--- src/rtl/dmem_port_arbiter_pkg.sv ---
// Shared types for the data-memory port arbiter: request slot layout,
// default requester count and arbiter state encoding.
package dmem_port_arbiter_pkg;

  typedef logic [31:0] word32_t;

  typedef struct packed {
    logic    we;
    word32_t addr;
    word32_t data;
  } dmem_req_t;

  localparam int unsigned NUM_DMEM_REQ = 2;

  typedef enum logic [1:0] {
    ST_IDLE,
    ST_ISSUE,
    ST_WAIT
  } arb_state_e;

endpackage

--- src/rtl/dmem_port_arbiter_rr_pick.sv ---
// Combinational round-robin selector: first set bit of valid_i at or after
// rr_ptr_i, wrapping around.
module rr_pick #(
  parameter int unsigned NUM_REQ = 2,
  parameter int unsigned IDX_W   = $clog2(NUM_REQ)
) (
  input  logic [NUM_REQ-1:0] valid_i,
  input  logic [IDX_W-1:0]   rr_ptr_i,
  output logic               any_o,
  output logic [IDX_W-1:0]   idx_o
);

  int unsigned j;

  always_comb begin
    any_o = 1'b0;
    idx_o = '0;
    j     = 0;
    for (int unsigned i = 0; i < NUM_REQ; i++) begin
      j = (32'(rr_ptr_i) + i) % NUM_REQ;
      if (!any_o && valid_i[IDX_W'(j)]) begin
        any_o = 1'b1;
        idx_o = IDX_W'(j);
      end
    end
  end

endmodule

--- src/rtl/dmem_port_arbiter.sv ---
// Shares one data-memory port between NUM_REQ pulse/done requesters using a
// pending slot per requester and round-robin grant, one access at a time.
module dmem_port_arbiter
  import dmem_port_arbiter_pkg::*;
#(
  parameter int unsigned NUM_REQ = NUM_DMEM_REQ,
  parameter int unsigned IDX_W   = $clog2(NUM_REQ)
) (
  input  logic                     clk_i,
  input  logic                     reset_i,
  input  logic                     flush_i,
  input  logic [NUM_REQ-1:0]       req_read_i,
  input  logic [NUM_REQ-1:0]       req_write_i,
  input  logic [NUM_REQ-1:0][31:0] req_addr_i,
  input  logic [NUM_REQ-1:0][31:0] req_data_i,
  output logic [NUM_REQ-1:0]       req_done_o,
  output logic [31:0]              req_rd_data_o,
  input  logic [31:0]              dmem_rd_data_i,
  input  logic                     dmem_done_i,
  output logic                     dmem_read_o,
  output logic                     dmem_write_o,
  output logic [31:0]              dmem_addr_o,
  output logic [31:0]              dmem_data_o,
  output logic                     busy_o,
  output logic                     err_o
);

  arb_state_e         state_q, state_d;
  logic [NUM_REQ-1:0] valid_q, valid_d, keep;
  dmem_req_t          slot_q [NUM_REQ];
  dmem_req_t          slot_d [NUM_REQ];
  logic [IDX_W-1:0]   grant_q, grant_d;
  logic [IDX_W-1:0]   rr_ptr_q, rr_ptr_d;
  logic               err_q, err_d;
  logic               done_hit;
  logic               pick_any;
  logic [IDX_W-1:0]   pick_idx;

  // Clears happen before the next grant is chosen, so a flushed or completed
  // slot is never re-picked on the same edge.
  always_comb begin
    done_hit = (state_q == ST_WAIT) && dmem_done_i;
    keep     = valid_q;
    if (flush_i) begin
      keep = '0;
      if (state_q != ST_IDLE) keep[grant_q] = valid_q[grant_q];
    end
    if (done_hit) keep[grant_q] = 1'b0;
    rr_ptr_d = rr_ptr_q;
    if (done_hit) rr_ptr_d = (32'(grant_q) == NUM_REQ - 1) ? '0 : grant_q + 1'b1;
  end

  rr_pick #(
    .NUM_REQ (NUM_REQ),
    .IDX_W   (IDX_W)
  ) u_rr_pick (
    .valid_i  (keep),
    .rr_ptr_i (rr_ptr_d),
    .any_o    (pick_any),
    .idx_o    (pick_idx)
  );

  always_comb begin
    state_d = state_q;
    grant_d = grant_q;
    valid_d = keep;
    slot_d  = slot_q;
    err_d   = err_q;

    unique case (state_q)
      ST_IDLE: begin
        if (pick_any) begin
          grant_d = pick_idx;
          state_d = ST_ISSUE;
        end
      end
      ST_ISSUE: state_d = ST_WAIT;
      ST_WAIT: begin
        if (done_hit) begin
          if (pick_any) begin
            grant_d = pick_idx;
            state_d = ST_ISSUE;
          end else begin
            state_d = ST_IDLE;
          end
        end
      end
      default: state_d = ST_IDLE;
    endcase

    // A strobe landing on a slot cleared this edge is a legal capture.
    for (int unsigned m = 0; m < NUM_REQ; m++) begin
      if (req_read_i[m] || req_write_i[m]) begin
        if ((req_read_i[m] && req_write_i[m]) || keep[m]) begin
          err_d = 1'b1;
        end else begin
          valid_d[m]     = 1'b1;
          slot_d[m].we   = req_write_i[m];
          slot_d[m].addr = req_addr_i[m];
          slot_d[m].data = req_data_i[m];
        end
      end
    end
  end

  always_ff @(posedge clk_i or posedge reset_i) begin
    if (reset_i) begin
      state_q  <= ST_IDLE;
      valid_q  <= '0;
      grant_q  <= '0;
      rr_ptr_q <= '0;
      err_q    <= 1'b0;
      for (int unsigned m = 0; m < NUM_REQ; m++) slot_q[m] <= '0;
    end else begin
      state_q  <= state_d;
      valid_q  <= valid_d;
      grant_q  <= grant_d;
      rr_ptr_q <= rr_ptr_d;
      err_q    <= err_d;
      slot_q   <= slot_d;
    end
  end

  always_comb begin
    req_done_o = '0;
    if (done_hit) req_done_o[grant_q] = 1'b1;
    req_rd_data_o = done_hit ? dmem_rd_data_i : '0;
    dmem_read_o   = (state_q == ST_ISSUE) && !slot_q[grant_q].we;
    dmem_write_o  = (state_q == ST_ISSUE) && slot_q[grant_q].we;
    dmem_addr_o   = slot_q[grant_q].addr;
    dmem_data_o   = slot_q[grant_q].data;
    busy_o        = (state_q != ST_IDLE);
    err_o         = err_q;
  end

endmodule

--- config.mk ---
export PLATFORM = sky130hd
export DESIGN_NAME = dmem_port_arbiter
export DESIGN_NICKNAME = d
export VERILOG_FILES = /design/src/rtl/dmem_port_arbiter_pkg.sv /design/src/rtl/dmem_port_arbiter_rr_pick.sv /design/src/rtl/dmem_port_arbiter.sv
export SDC_FILE = /design/constraint.sdc
export NUM_CORES = 1
export LEC_CHECK = 0
export ABC_AREA = 1
export BUFFER_PORTS_ARGS = -buffer_cell sky130_fd_sc_hd__buf_4
export CELL_PAD_IN_SITES_DETAIL_PLACEMENT = 1
export CELL_PAD_IN_SITES_GLOBAL_PLACEMENT = 2
export CORE_ASPECT_RATIO = 0.9
export CORE_UTILIZATION = 25
export DETAILED_ROUTE_END_ITERATION = 8
export PLACE_DENSITY = 0.75
export SLEW_MARGIN = 20
export SYNTH_ARGS = -nofsm -noshare
export SYNTH_HDL_FRONTEND = slang
export SYNTH_SLANG_ARGS = --single-unit
--- constraint.sdc ---
create_clock -name clk_i -period 4.9 [get_ports clk_i]
set_clock_uncertainty 0.1 [all_clocks]
set_input_delay 0.49 -clock clk_i [delete_from_list [all_inputs] [get_ports clk_i]]
set_output_delay 0.49 -clock clk_i [all_outputs]
set_load 0.01 [all_outputs]
==> results of run 1 <==
-- power breakdown --
| part | switching, mW | internal, mW | total [mW] |
|---|---|---|---|
| sequential | 0.302 | 1.63 | 1.93 |
| combinational | 1.44 | 0.998 | 2.44 |
| clock | 0.506 | 0.916 | 1.42 |
| total | 2.25 | 3.54 | 5.80 |
-- synth_stat cells, types with 3 or more instances --
library cell,count
clkbuf_1,27
nand4_1,3
inv_1,61
buf_2,20
buf_4,6
nor2_1,59
a21oi_1,18
nand2_1,400
buf_1,3
nand3_1,116
dfrtp_1,137
o21ai_0,22
-- registers in the layout, indices dropped and copies added, names as in the netlist --
register	count
err_o	1
valid_q	2
grant_q	1
rr_ptr_q	1
state_q	2
slot_q	130
-- worst max-delay path, cell delays in order (launching register included) --
cell	delay [ns]
dfrtp_2	0.94
inv_2	0.48
or2_2	0.40
o21ai_0	0.15
inv_1	0.08
nor2_1	0.09
buf_4	0.13
-- routing by layer --
layer / vias to the layer above / part of all wire / track usage
li1: 3191 / - / -
met1: 3108 / 0.45 / 0.234
met2: 194 / 0.47 / 0.306
met3: 13 / 0.077 / 0.0491
met4: 0 / 0.0087 / 0.0455
met5: - / 0 / 0
-- cell type report --
cell class	instances	area (µm²)	share of cell area
clock inverters	12	198	0.0210
clock buffers	20	447	0.0474
well taps	342	428	0.0454
inverters	63	241	0.0256
repair buffers	280	2100	0.223
multi-input cells	623	2580	0.274
flip-flops and latches	137	3430	0.364
-- through the flow --
stage | util | instances
global placement | 0.347 | 1445
detailed placement | 0.347 | 1445
global route | 0.372 | 1477
CTS | 0.372 | 1477
floorplan | - | 879
finish | 0.372 | 1477
-- logic make-up (layout without fill, tap and decap cells) --
family | count (synthesis) | in the layout | share of synthesized area
DFF | 137 | 137 | 0.528
buffers and inverters | 119 | 375 | 0.0762
AOI/OAI and AO/OA | 40 | 40 | 0.0309
and+or+nand+nor | 583 | 583 | 0.365
-- worst min-delay path by stage --
stage | endpoint | slack, ns | cells after the start
global route | slot_q[14] | 0.03 | 2
detailed placement | slot_q[13] | 0.36 | 2
floorplan | slot_q[64] | 0.33 | 2
finish | slot_q[16] | 0.005 | 2
global placement | slot_q[64] | 0.35 | 2
CTS | slot_q[16] | 0.01 | 2
-- placed cells by master, fill, tap and decap left out, drive strengths merged --
master / instances
a21oi: 18
nand3: 118
buf: 280
clkbuf: 20
nand2: 401
nor2: 59
nand4: 3
inv: 63
dfrtp: 137
clkinv: 5
o21ai: 22
clkinvlp: 2
or2: 2
bufinv: 5
==> impl_results.md, run 1 <==
* Status: finished clean
* Number of hold buffers added after CTS at 0
* Final Cell Area at ~9400 µm²
* Final net count at about 1.3k
* Pwr Total at 5.80 mW
* Maxcap violations at 0
* Power per cell area at 615 nW/µm²
* WL/cell at 16.1 µm
* Critical Path End Type: output port
* Die Ht at roughly 150 µm
* PnR worst setup slack at ~1.6 ns
* Distinct cells, synth at 16
* Share of layout cells above drive strength 1 at 0.284
* CP required at between 4 and 5 ns
* DP HPWL at between 15000 and 20000 µm
* Fraction of registers with async set/reset at 1.00
* Syn nets at 1047
* CP Max Fanout at between 40 and 50
* Core box area at 25300 µm²
* Pleak at 5.35 nW
* Total Wirelength at 23900 µm
* Vias per cell at 4.40
* Via count at 6506
* Main flop type after synthesis: dfrtp_1
* Final ANT Viol Nets at 0
* CP Class: flop to output port
* Crit path time final at approximately 3.3 ns
* Register area share after synthesis at 0.528
* R2R Path Start: grant_q
* R2R depth at 6
* Rel. slew slack at 0.382
* Root buffer cell: clkbuf_16
* Die X at 172 µm
* Die Area at 26600 µm²
* CTS tree: done
* DRC at 0
* Drt first-iter violations at 214
* Final max-slew violation count at 0
* Yosys warning count at 0
* Maximum level of the CTS H-tree at 4
* FF-to-FF End: slot_q[124]
* Initial DRT Pass Iterations at 4
* Initial antenna violation count at 0
* Final setup violation count at 0
* CTS sink cnt at 137
* Area after DPL at between 8000 and 9000 µm²
* Largest net degree at the start of global routing at between 80 and 90
* Synth Cell Area at ~6500 µm²
* Total CTS buffers at 17
* Synth Instances at 879
* Pre-CTS setup slack at 1.83 ns
* Gr usage total at 0.184
* GPL Wtd Cong at 0.713
* Crit. Startpoint: grant_q
* # diodes at 0
* Number of setup buffers added after CTS at 0
* Slew @ Worst Pin at 0.928 ns
* Residual overflow from global routing at 0
* Area growth syn-to-layout at 45.3%
* Max IR drop VDD at 0.244 mV
* # rows at 55
* I/O Buffers at 269
* RSZ-0062 raised after global routing: no
* Flop2flop setup slack at approximately 1.9 ns
* F_max at 303 MHz
* Synthesis-stage register bit count at about 140
* Top Ports at 270
* Avg Cell Area, Syn at about 7.4 µm²
* Top cell type's share of synthesized area at 0.528
* Largest area contributor in the netlist: dfrtp_1
* Synth top area cells: dfrtp_1 (53%), nand2_1 (23%), nand3_1 (8.9%), inv_1 (3.5%), nor2_1 (3.4%)
* Worst hold slack at about 0.0052 ns
* Max Buffers Root-to-Sink at 2
* Startpoint class of the critical path: flop
* Hold WC Path Type: primary input to asynchronous set/reset pin
* Vias in the first global route at approximately 6.7k
* Fillers at 3160
* Initial Util at 0.256
* First-pass GRT wire length at roughly 37000 µm
* # resized after CTS at 0
* Final period util at 0.673
* Worst Path Arrival at about 2.7 ns
* Total negative slack at 0 ns
* Final Hold Fails at 0
* Clock-pin slew on the worst setup and hold paths at 0.06 ns
* CP endpoint: dmem_read_o
* Clk_lat worst skew at roughly 0.41 ns
* Post-synth EDFFs at 0
Note: power is estimated with default switching activity, not from simulation.
==> run 2: changes to the inputs <==
clock period = 3.4 ns   (was 4.9 ns; I/O delays follow)
==> run 2 against run 1 <==
Sequential cell count is the same. Register-to-register slack worse by 0.88 ns. Core utilization hardly changed. First-iteration DRC count grew 30%. Cell count up 0.14%. Total power is 41% higher. Die area did not move. Global-route usage decreased by 0.16 points. Combinational power up 46%. Clock-buffer cell count is the same. Via count decreased by 0.58%. Critical endpoint unchanged. Largest cell class unchanged. Largest power group unchanged.
==> impl_results.md, run 2 (same netlist as run 1, synthesis figures left out) <==
* Core box area at 25300 µm² (unchanged)
* Largest register FFs at 130 (unchanged)
* Worst path slowest cell: buf_4
* Via count at 6468 (-0.58%)
* # resized after CTS at 0 (unchanged)
* Total Wirelength at 23700 µm (-0.75%)
* Area growth syn-to-layout at 45.2% (about the same)
* Drt first-iter violations at 279 (+30%)
* Sw Ratio at 0.397 (+0.00867)
* Maxcap violations at 0 (unchanged)
* F_max at 372 MHz
* Die X at 172 µm (unchanged)
* Final Hold Fails at 0 (unchanged)
* CP delay by family, top: buffers and inverters
* Rel. slew slack at 0.474 (+0.0928)
* Number of setup buffers added after CTS at 0 (unchanged)
* Final net count at 1293 (+0.23%)
* GPL Wtd Cong at 0.755 (+5.9%)
* Logic pwr share at 0.436 (+0.015)
* Clock-pin slew on the worst setup and hold paths at 0.06 ns (about the same)
* Buffer and inverter count on the worst path at 3 (unchanged)
* # diodes at 0 (unchanged)
* Hold WC Path Type: primary input to flop
* Top Ports at 270 (unchanged)
* Final period util at 0.790
* Highest-count cells in the layout ignoring fill and taps: nand2_1 (399), buf_4 (280), dfrtp_1 (136)
* Crit-path most repeated cell: buf_4
* Residual overflow from global routing at 0 (unchanged)
* Final max-slew violation count at 0 (unchanged)
* Net Switching at 3.24 mW (+44%)
* Reg power frac at 0.338 (+0.005)
* Initial antenna violation count at 0 (unchanged)
* Crit path time final at 2.69 ns
* Commonest non-fill, non-tap cell in the layout: nand2_1
* Clock power share at 0.226 (-0.019)
* Pre-CTS setup slack at 0.999 ns (-0.832 ns)
* Vias per cell at 4.37 (-0.72%)
* Status: finished clean
* Final setup violation count at 0 (unchanged)
* CTS sink cnt at 137 (unchanged)
* Initial DRT Pass Iterations at 4 (unchanged)
* Largest net degree at the start of global routing at 74 (-11%)
* Share of layout cells above drive strength 1 at 0.285 (+0.00126)
* Int Pwr at 4.91 mW (+39%)
* First-pass GRT wire length at 36800 µm (-0.80%)
* Gr usage total at 0.182 (-0.00164)
* Total CTS buffers at 17 (unchanged)
* RSZ-0062 raised after global routing: no
* Max Buffers Root-to-Sink at 2 (unchanged)
* # rows at 55 (unchanged)
* CP Class: flop to output port
* WL/cell at 16.0 µm (-0.88%)
* Total negative slack at 0 ns (unchanged)
* Die Area at 26600 µm² (unchanged)
* Final ANT Viol Nets at 0 (unchanged)
* Power per cell area at 865 nW/µm² (+41%)
* CP Max Fanout at 57 (+16%)
* Critical Path End Type: output port
* DRC at 0 (unchanged)
* Root buffer cell: clkbuf_16
* Initial Util at 0.256 (unchanged)
* Most flops, register: slot_q
* PnR worst setup slack at 0.715 ns (-0.887 ns)
* Worst Path Arrival at 2.25 ns (-0.46 ns)
* DP HPWL at 16400 µm (+1.4%)
* Fillers at 3147 (-0.41%)
* Clk_lat worst skew at 0.42 ns (about the same)
* Vias in the first global route at 6714 (+0.37%)
* CTS tree: done
* Startpoint class of the critical path: flop
* Top Registers: slot_q (130), state_q (2), valid_q (2)
* Maximum level of the CTS H-tree at 4 (unchanged)
* Max IR drop VDD at 0.262 mV (+7.4%)
* Critical path's largest stage delay at 0.63 ns (-0.31 ns)
* Pleak at 5.33 nW (-0.32%)
* Number of hold buffers added after CTS at 1 (+1)
* Slew @ Worst Pin at 0.789 ns (-0.139 ns)
* CP required at 2.96 ns (-1.35 ns)
* Crit path cell chain: buf_4 > o21ai_0 > inv_1 > nor2_1 > buf_4
* Die Ht at 155 µm (unchanged)
* I/O Buffers at 269 (unchanged)
[run 2: cell type report]
type	instances	area (µm²)	share of cell area
multi-input combinational	623	2590	0.275
inverter	63	240	0.0255
clock buffer	20	457	0.0485
tap	342	428	0.0454
clock inverter	11	123	0.0130
timing repair buffer	283	2150	0.228
sequential	137	3430	0.364
[run 2: path summary, 6_finish.rpt]
check | from | endpoint | cells after the start | slack, ns
worst max-delay path | grant_q | dmem_read_o | 5 | 0.71
worst min-delay path | req_addr_i[6] | slot_q[103] | 3 | 0.04
worst max register to register | grant_q | slot_q[116] | 8 | 1.04
worst min register to register | slot_q[111] | slot_q[111] | 2 | 0.37
max in group asynchronous | reset_i | grant_q | 4 | 1.96
min in group asynchronous | reset_i | slot_q[112] | 3 | 0.44
[run 2: tightest hold or removal path, stage by stage]
cell and delay, ns:
buf_4 0.08, nand3_1 0.06, nand2_1 0.06
[run 2: stage by stage]
step / hold slack, ns / power (mW) / instances / util / area [µm²]
after detailed placement: 0.333 / 6.45 / 1447 / 0.349 / 8830
after CTS: 0.0219 / 8.34 / 1479 / 0.372 / 9420
final: 0.0449 / 8.16 / 1479 / 0.372 / 9420
after global placement: 0.321 / 6.36 / 1447 / 0.349 / 8830
after global routing: 0.0391 / 8.88 / 1479 / 0.372 / 9420
after floorplan: 0.334 / 4.70 / 879 / - / 6490
[run 2: power groups by stage]
stage	clock network, mW	registers, mW	logic, mW
finish	1.84	2.76	3.56
global route	1.97	2.86	4.05
CTS	1.91	2.76	3.68
detailed placement	0	2.78	3.66
global placement	0	2.77	3.59
floorplan	0	2.64	2.06
[run 2: metal layers]
| layer | up-vias | track usage | wire (µm) | share of wire |
|---|---|---|---|---|
| met3 | 16 | 0.0542 | 2070 | 0.087 |
| met5 | - | 0 | 0 | 0 |
| met2 | 214 | 0.298 | 10900 | 0.46 |
| li1 | 3202 | - | - | - |
| met1 | 3036 | 0.231 | 10400 | 0.44 |
| met4 | 0 | 0.0514 | 281 | 0.012 |
